### src/rtl/ram_bus_ctrl_pkg.sv
// Shared definitions for the RAM bus controller: FSM states, access-size
// codes and the alignment helpers used by the controller and lane steering.
package ram_bus_ctrl_pkg;

  typedef enum logic [1:0] {
    ST_IDLE   = 2'd0,
    ST_WAIT   = 2'd1,
    ST_ACCESS = 2'd2,
    ST_DONE   = 2'd3
  } state_t;

  typedef logic [1:0] size_code_t;

  localparam size_code_t SIZE_BYTE = 2'b00;
  localparam size_code_t SIZE_HALF = 2'b01;
  localparam size_code_t SIZE_WORD = 2'b10;

  // Code 11 has no meaning of its own and behaves as a word access.
  function automatic size_code_t norm_size(input size_code_t sz);
    return (sz == 2'b11) ? SIZE_WORD : sz;
  endfunction

  // Halfwords need an even address, words a 4-byte aligned one.
  function automatic logic is_misaligned(input size_code_t sz, input logic [1:0] lo);
    logic mis;
    case (norm_size(sz))
      SIZE_HALF: mis = lo[0];
      SIZE_WORD: mis = (lo != 2'b00);
      default:   mis = 1'b0;
    endcase
    return mis;
  endfunction

endpackage

### src/rtl/ram_bus_ctrl_if.sv
// CPU-side request/response signals and RAM-side strobes of the controller.
interface ram_bus_ctrl_if #(
  parameter int RAM_AW = 14
) ();
  import ram_bus_ctrl_pkg::*;

  logic              cs;
  logic              we;
  logic [31:0]       address;
  logic [31:0]       wdata;
  size_code_t        data_size;
  logic [31:0]       rdata;
  logic              ram_ready;
  logic              err;
  logic              busy;
  logic [RAM_AW-1:0] mem_addr;
  logic [3:0]        mem_be;
  logic [31:0]       mem_wdata;
  logic              mem_rd;
  logic              mem_wr;
  logic [31:0]       mem_rdata;

  // Requester side: the CPU plus the RAM returning read data.
  modport master (
    output cs, we, address, wdata, data_size, mem_rdata,
    input  rdata, ram_ready, err, busy, mem_addr, mem_be, mem_wdata, mem_rd, mem_wr
  );

  // Controller side.
  modport slave (
    input  cs, we, address, wdata, data_size, mem_rdata,
    output rdata, ram_ready, err, busy, mem_addr, mem_be, mem_wdata, mem_rd, mem_wr
  );

endinterface

### src/rtl/ram_bus_ctrl_lane_align.sv
// Combinational byte-lane steering: write enables and replicated write data
// for the addressed lanes, and right-justified extraction of read data.
module lane_align
  import ram_bus_ctrl_pkg::*;
(
  input  size_code_t  size,
  input  logic [1:0]  addr_lo,
  input  logic [31:0] wdata,
  input  logic [31:0] mem_rdata,
  output logic [3:0]  wr_be,
  output logic [31:0] lane_wdata,
  output logic [31:0] rd_data
);

  size_code_t size_n;
  assign size_n = norm_size(size);

  // Per-lane enable and write data; a halfword occupies lanes {1,0} or {3,2}.
  for (genvar gi = 0; gi < 4; gi++) begin : g_lane
    localparam logic [1:0] LANE = 2'(gi);
    assign wr_be[gi] = (size_n == SIZE_BYTE) ? (addr_lo == LANE) :
                       (size_n == SIZE_HALF) ? (addr_lo[1] == LANE[1]) : 1'b1;
    assign lane_wdata[8*gi +: 8] = (size_n == SIZE_BYTE) ? wdata[7:0] :
                                   (size_n == SIZE_HALF) ? wdata[8*(gi%2) +: 8] :
                                                           wdata[8*gi +: 8];
  end

  // Shift the addressed lane(s) down to bit 0 and zero the upper bits.
  always_comb begin
    rd_data = mem_rdata;
    case (size_n)
      SIZE_BYTE: rd_data = {24'h0, mem_rdata[{addr_lo, 3'b000} +: 8]};
      SIZE_HALF: rd_data = {16'h0, mem_rdata[{addr_lo[1], 4'b0000} +: 16]};
      default:   rd_data = mem_rdata;
    endcase
  end

endmodule

### src/rtl/ram_bus_ctrl.sv
// RAM bus controller: accepts one CPU access at a time, optionally waits,
// issues a single-cycle RAM strobe and reports completion with ram_ready.
module ram_bus_ctrl
  import ram_bus_ctrl_pkg::*;
#(
  parameter int WAIT_STATES = 2,
  parameter int RAM_AW      = 14
) (
  input logic         clk,
  input logic         rst,
  ram_bus_ctrl_if.slave bus
);

  localparam logic [3:0] WAIT_LAST = (WAIT_STATES > 0) ? 4'(WAIT_STATES - 1) : 4'd0;

  state_t              state_reg, state_next;
  logic [3:0]          cnt_reg, cnt_next;
  logic                we_reg;
  logic [RAM_AW+1:0]   addr_reg;
  logic [31:0]         wdata_reg;
  size_code_t          size_reg;
  logic                mis_reg;
  logic [31:0]         rdata_reg, rdata_next;
  logic                accept;
  logic [3:0]          lane_be;
  logic [31:0]         lane_wdata;
  logic [31:0]         lane_rdata;
  logic                unused_addr_hi;

  // Address bits above the RAM word range are deliberately dropped.
  assign unused_addr_hi = ^bus.address[31:RAM_AW+2];

  // A request is only looked at while idle; anything else is dropped.
  assign accept = (state_reg == ST_IDLE) && bus.cs;

  // State and wait counter registers.
  always_ff @(posedge clk) begin
    if (rst) begin
      state_reg <= ST_IDLE;
      cnt_reg   <= 4'd0;
    end else begin
      state_reg <= state_next;
      cnt_reg   <= cnt_next;
    end
  end

  // Next-state logic; misaligned requests skip straight to DONE.
  always_comb begin
    state_next = state_reg;
    cnt_next   = cnt_reg;
    case (state_reg)
      ST_IDLE: begin
        if (bus.cs) begin
          cnt_next = 4'd0;
          if (is_misaligned(bus.data_size, bus.address[1:0])) begin
            state_next = ST_DONE;
          end else if (WAIT_STATES > 0) begin
            state_next = ST_WAIT;
          end else begin
            state_next = ST_ACCESS;
          end
        end
      end
      ST_WAIT: begin
        if (cnt_reg == WAIT_LAST) begin
          state_next = ST_ACCESS;
        end else begin
          cnt_next = cnt_reg + 4'd1;
        end
      end
      ST_ACCESS: state_next = ST_DONE;
      ST_DONE:   state_next = ST_IDLE;
      default:   state_next = ST_IDLE;
    endcase
  end

  // Capture the request fields at acceptance; they stay stable for the access.
  always_ff @(posedge clk) begin
    if (rst) begin
      we_reg    <= 1'b0;
      addr_reg  <= '0;
      wdata_reg <= 32'h0;
      size_reg  <= SIZE_BYTE;
      mis_reg   <= 1'b0;
    end else if (accept) begin
      we_reg    <= bus.we;
      addr_reg  <= bus.address[RAM_AW+1:0];
      wdata_reg <= bus.wdata;
      size_reg  <= bus.data_size;
      mis_reg   <= is_misaligned(bus.data_size, bus.address[1:0]);
    end
  end

  lane_align u_lane_align (
    .size       (size_reg),
    .addr_lo    (addr_reg[1:0]),
    .wdata      (wdata_reg),
    .mem_rdata  (bus.mem_rdata),
    .wr_be      (lane_be),
    .lane_wdata (lane_wdata),
    .rd_data    (lane_rdata)
  );

  // Read data is presented during DONE and held afterwards until the next read.
  always_comb begin
    rdata_next = rdata_reg;
    if ((state_reg == ST_DONE) && !we_reg && !mis_reg) begin
      rdata_next = lane_rdata;
    end
  end

  // Held copy of the last completed read.
  always_ff @(posedge clk) begin
    if (rst) begin
      rdata_reg <= 32'h0;
    end else begin
      rdata_reg <= rdata_next;
    end
  end

  // Status and RAM strobes decoded from the current state.
  always_comb begin
    bus.busy      = (state_reg != ST_IDLE);
    bus.ram_ready = (state_reg == ST_DONE);
    bus.err       = (state_reg == ST_DONE) && mis_reg;
    bus.mem_rd    = (state_reg == ST_ACCESS) && !we_reg;
    bus.mem_wr    = (state_reg == ST_ACCESS) && we_reg;
    bus.mem_be    = 4'b0000;
    if (state_reg == ST_ACCESS) begin
      bus.mem_be = we_reg ? lane_be : 4'b1111;
    end
    bus.rdata     = rdata_next;
    bus.mem_addr  = addr_reg[RAM_AW+1:2];
    bus.mem_wdata = lane_wdata;
  end

endmodule

### src/flat_wrapper.sv
// flat-port wrapper written by rule: the top's interface ports become plain ports
module ram_bus_ctrl_flat import ram_bus_ctrl_pkg::*;
#(
  parameter int WAIT_STATES = 2,
  parameter int RAM_AW      = 14
)
  (clk, rst, bus_cs, bus_we, bus_address, bus_wdata, bus_data_size, bus_mem_rdata, bus_rdata, bus_ram_ready, bus_err, bus_busy, bus_mem_addr, bus_mem_be, bus_mem_wdata, bus_mem_rd, bus_mem_wr);
  ram_bus_ctrl_if #(.RAM_AW(RAM_AW)) bus_i ();
  input logic clk;
  input logic rst;
  input wire logic [$bits(bus_i.cs)-1:0] bus_cs;
  input wire logic [$bits(bus_i.we)-1:0] bus_we;
  input wire logic [$bits(bus_i.address)-1:0] bus_address;
  input wire logic [$bits(bus_i.wdata)-1:0] bus_wdata;
  input wire logic [$bits(bus_i.data_size)-1:0] bus_data_size;
  input wire logic [$bits(bus_i.mem_rdata)-1:0] bus_mem_rdata;
  output wire logic [$bits(bus_i.rdata)-1:0] bus_rdata;
  output wire logic [$bits(bus_i.ram_ready)-1:0] bus_ram_ready;
  output wire logic [$bits(bus_i.err)-1:0] bus_err;
  output wire logic [$bits(bus_i.busy)-1:0] bus_busy;
  output wire logic [$bits(bus_i.mem_addr)-1:0] bus_mem_addr;
  output wire logic [$bits(bus_i.mem_be)-1:0] bus_mem_be;
  output wire logic [$bits(bus_i.mem_wdata)-1:0] bus_mem_wdata;
  output wire logic [$bits(bus_i.mem_rd)-1:0] bus_mem_rd;
  output wire logic [$bits(bus_i.mem_wr)-1:0] bus_mem_wr;
  assign bus_i.cs = bus_cs;
  assign bus_i.we = bus_we;
  assign bus_i.address = bus_address;
  assign bus_i.wdata = bus_wdata;
  assign bus_i.data_size = bus_data_size;
  assign bus_i.mem_rdata = bus_mem_rdata;
  assign bus_rdata = bus_i.rdata;
  assign bus_ram_ready = bus_i.ram_ready;
  assign bus_err = bus_i.err;
  assign bus_busy = bus_i.busy;
  assign bus_mem_addr = bus_i.mem_addr;
  assign bus_mem_be = bus_i.mem_be;
  assign bus_mem_wdata = bus_i.mem_wdata;
  assign bus_mem_rd = bus_i.mem_rd;
  assign bus_mem_wr = bus_i.mem_wr;
  ram_bus_ctrl #(.WAIT_STATES(WAIT_STATES), .RAM_AW(RAM_AW)) u_core (.clk(clk), .rst(rst), .bus(bus_i));
endmodule
### config.mk
export PLATFORM = sky130hd
export DESIGN_NAME = ram_bus_ctrl_flat
export DESIGN_NICKNAME = d
export VERILOG_FILES = /design/src/rtl/ram_bus_ctrl_pkg.sv /design/src/rtl/ram_bus_ctrl_if.sv /design/src/rtl/ram_bus_ctrl_lane_align.sv /design/src/rtl/ram_bus_ctrl.sv /design/src/flat_wrapper.sv
export SDC_FILE = /design/constraint.sdc
export NUM_CORES = 1
export LEC_CHECK = 0
export CAP_MARGIN = 0
export CORE_ASPECT_RATIO = 1.4
export CORE_UTILIZATION = 48
export CTS_BUF_LIST = sky130_fd_sc_hd__clkbuf_4 sky130_fd_sc_hd__clkbuf_8
export CTS_CLUSTER_DIAMETER = 120
export DETAILED_ROUTE_END_ITERATION = 7
export HOLD_SLACK_MARGIN = 0.15
export PLACE_DENSITY_LB_ADDON = 0.25
export SLEW_MARGIN = 40
export SYNTH_ARGS = -nofsm -noshare
export SYNTH_HDL_FRONTEND = slang
export SYNTH_HIERARCHICAL = 1
export SYNTH_SLANG_ARGS = --single-unit
### constraint.sdc
create_clock -name clk -period 4.79 [get_ports clk]
set_input_delay 0.958 -clock clk [delete_from_list [all_inputs] [get_ports clk]]
set_output_delay 0.958 -clock clk [all_outputs]
set_load 0.01 [all_outputs]
==> flow_metrics.env <==
export IMPL_async_flop_share_pct=0
export IMPL_post_drt_wl_per_cell_um=16.31
export IMPL_cts_tree="built"
export IMPL_drt_iter0_markers=169
export IMPL_reg2regPathDepth=5
export IMPL_start_util_pct=49.18
export IMPL_yosys_warnings=6
export IMPL_regToRegSetupSlack_ns=2.57
export IMPL_cts_buffers=9
export IMPL_syn_num_nets=645
export IMPL_hold_violations=0
export IMPL_min_path_type="reg2reg"
export IMPL_die_height_um=118.5
export IMPL_arrival_ns=2.83
export IMPL_fin_crit_sh_pct=79.07
export IMPL_synth_cell_types=41
export IMPL_io_buffer_count=172
export IMPL_status="completed"
export IMPL_die_area_um2=10090
export IMPL_grt_pass1_wl_um=20220
export IMPL_clock_sinks=90
export IMPL_setup_viol=0
export IMPL_skew_ns=0.01049
export IMPL_grt_max_degree=58
export IMPL_cp_endpoint="bus_rdata[8]"
export IMPL_synth_area_leaders="dfxtp_1 39%, mux2_2 12%, nand2_1 9.0%"
export IMPL_num_vias=4199
export IMPL_avgSynthCellArea_um2=8.679
export IMPL_final_cell_mix="171 x clkdlybuf4s50_1, 111 x nand2_1, 89 x dfxtp_1"
export IMPL_rsz0062_at_grt="no"
export IMPL_hold_slack_ns=0.4569
export IMPL_h_tree_depth=3
export IMPL_cts_hold_buffers=0
export IMPL_worstPathMaxFanout=15
export IMPL_grt_pass1_vias=4145
export IMPL_cp_data_required_time_ns=3.83
export IMPL_gr_total_overflow=0
export IMPL_die_x_um=85.20
export IMPL_cts_root_buffer="clkbuf_8"
export IMPL_syn_to_final_growth_pct=37.79
export IMPL_timing_rr_start="u_core/addr_reg[1]$_SDFFE_PP0P_"
export IMPL_ir_worst_vdd_mv=0.2140
export IMPL_syn_area_um2=4652
export IMPL_finalNetCount=775
export IMPL_ys_seq_elements=90
export IMPL_max_slew_margin_rel_pct=52.27
export IMPL_worstMarginPinSlew_ns=0.7160
export IMPL_final_common_cell="clkdlybuf4s50_1"
export IMPL_worstSetupPathType="reg2out"
export IMPL_cts_max_path_buffers=2
export IMPL_cp_end_kind="output port"
export IMPL_synth_edff_count=0
export IMPL_synth_top_area_share_pct=38.73
export IMPL_power_density_nw_per_um2=380.0
export IMPL_p_leak_nw=2.451
export IMPL_routed_wl_um=12740
export IMPL_pin_count=189
export IMPL_cts_resized=0
export IMPL_clk_latency_ns=0.36
export IMPL_crit_path_start="u_core/addr_reg[1]$_SDFFE_PP0P_"
export IMPL_first_pass_iters=5
export IMPL_fin_util_pct=67.76
export IMPL_synthCells=536
export IMPL_gp_congestion=0.9064
export IMPL_design_core_area_um2=9459
export IMPL_dpl_hpwl_um=8969
export IMPL_fill_cells=789
export IMPL_maxCapViolCount=0
export IMPL_clkTransAtPathRegs_ns=0.08
export IMPL_fmax_mhz=264.0
export IMPL_synth_flop_cell="dfxtp_1"
export IMPL_setup_tns_final_ns=0
export IMPL_final_min_clock_period_ns=3.788
export IMPL_row_count=42
export IMPL_antenna_cells=0
export IMPL_slew_viol_final=0
export IMPL_cts_setup_buffers=0
export IMPL_r2r_end="u_core/rdata_reg[6]$_SDFF_PP0_"
export IMPL_drive_gt1_share_pct=11.92
export IMPL_antenna_found_initial=0
export IMPL_ant_nets=0
export IMPL_crit_path_start_kind="flop"
export IMPL_yosysSeqAreaShare_pct=38.73
export IMPL_vias_per_cell=5.376
export IMPL_grt_util_all_layers_pct=25.29
export IMPL_yosysTopAreaCell="dfxtp_1"
export IMPL_post_route_drc_count=0
stage by stage:
step | setup slack (ns) | instances | cell area (µm²) | power [mW]
after detailed placement | 1.086 | 765 | 6215 | 1.945
final | 1.002 | 781 | 6410 | 2.436
after global placement | 1.089 | 765 | 6208 | 1.911
after global routing | 0.9179 | 781 | 6410 | 2.574
after floorplan | 2.090 | 536 | 4652 | 1.549
after CTS | 1.026 | 781 | 6410 | 2.453
routing by layer:
layer	track usage, %	wire, µm	vias to the layer above
met1	28.81	5113	1966
li1	-	-	2060
met2	44.20	6379	146
met4	10.70	380	0
met3	6.425	865	27
met5	0	0	-
cell usage after synthesis (8+ instances only):
cell type	number
buf_4	27
and2_1	52
nor2b_1	8
mux2_2	48
clkbuf_1	21
nor2_1	8
nand2_1	112
inv_1	10
mux2i_1	17
a22o_1	16
o21ai_0	13
a21oi_1	54
dfxtp_1	90
worst min-delay path by stage:
stage                                                 start                                end  slack (ns)  cells after the start
final                     u_core/wdata_reg[31]$_SDFFE_PP0P_  u_core/wdata_reg[31]$_SDFFE_PP0P_        0.46                      2
after global routing        u_core/addr_reg[9]$_SDFFE_PP0P_    u_core/addr_reg[9]$_SDFFE_PP0P_        0.48                      2
after CTS                   u_core/addr_reg[9]$_SDFFE_PP0P_    u_core/addr_reg[9]$_SDFFE_PP0P_        0.46                      2
after detailed placement  u_core/wdata_reg[20]$_SDFFE_PP0P_  u_core/wdata_reg[20]$_SDFFE_PP0P_        0.45                      2
after global placement    u_core/wdata_reg[20]$_SDFFE_PP0P_  u_core/wdata_reg[20]$_SDFFE_PP0P_        0.44                      2
after floorplan           u_core/wdata_reg[16]$_SDFFE_PP0P_  u_core/wdata_reg[16]$_SDFFE_PP0P_        0.43                      2
area by class of cell:
type                       instances  area [µm²]  share of cell area, %
inverter                          11       41.29                 0.6442
multi-input combinational        378        2486                  38.79
clock inverter                     3       22.52                 0.3514
timing repair buffer             176        1747                  27.25
tap                              110       137.6                  2.147
clock buffer                      13       172.7                  2.694
sequential                        90        1803                  28.13
where the power goes:
part / switching, mW / leakage, nW / total (mW) / internal [mW]
clock: 0.268 / 0.0913 / 0.505 / 0.237
sequential: 0.0897 / 0.733 / 0.930 / 0.841
combinational: 0.498 / 1.63 / 1.00 / 0.502
total: 0.855 / 2.45 / 2.44 / 1.58
worst max-delay path: stages (launching register included):
cell	delay (ns)
dfxtp_1	0.76
nor2b_1	0.65
a22o_1	0.23
a22o_1	0.12
mux2_2	0.18
clkdlybuf4s50_1	0.54
kinds of logic (layout without fill, tap and decap cells):
logic type | after synthesis | in the layout | synth area share, %
and+or+nand+nor | 195 | 195 | 20.47
DFF | 90 | 90 | 38.73
AOI/OAI and AO/OA | 111 | 111 | 15.47
adders and majority gates | 7 | 7 | 1.883
muxes | 65 | 65 | 15.28
buffers and inverters | 68 | 203 | 8.176
Note: power is estimated with default switching activity, not from simulation.
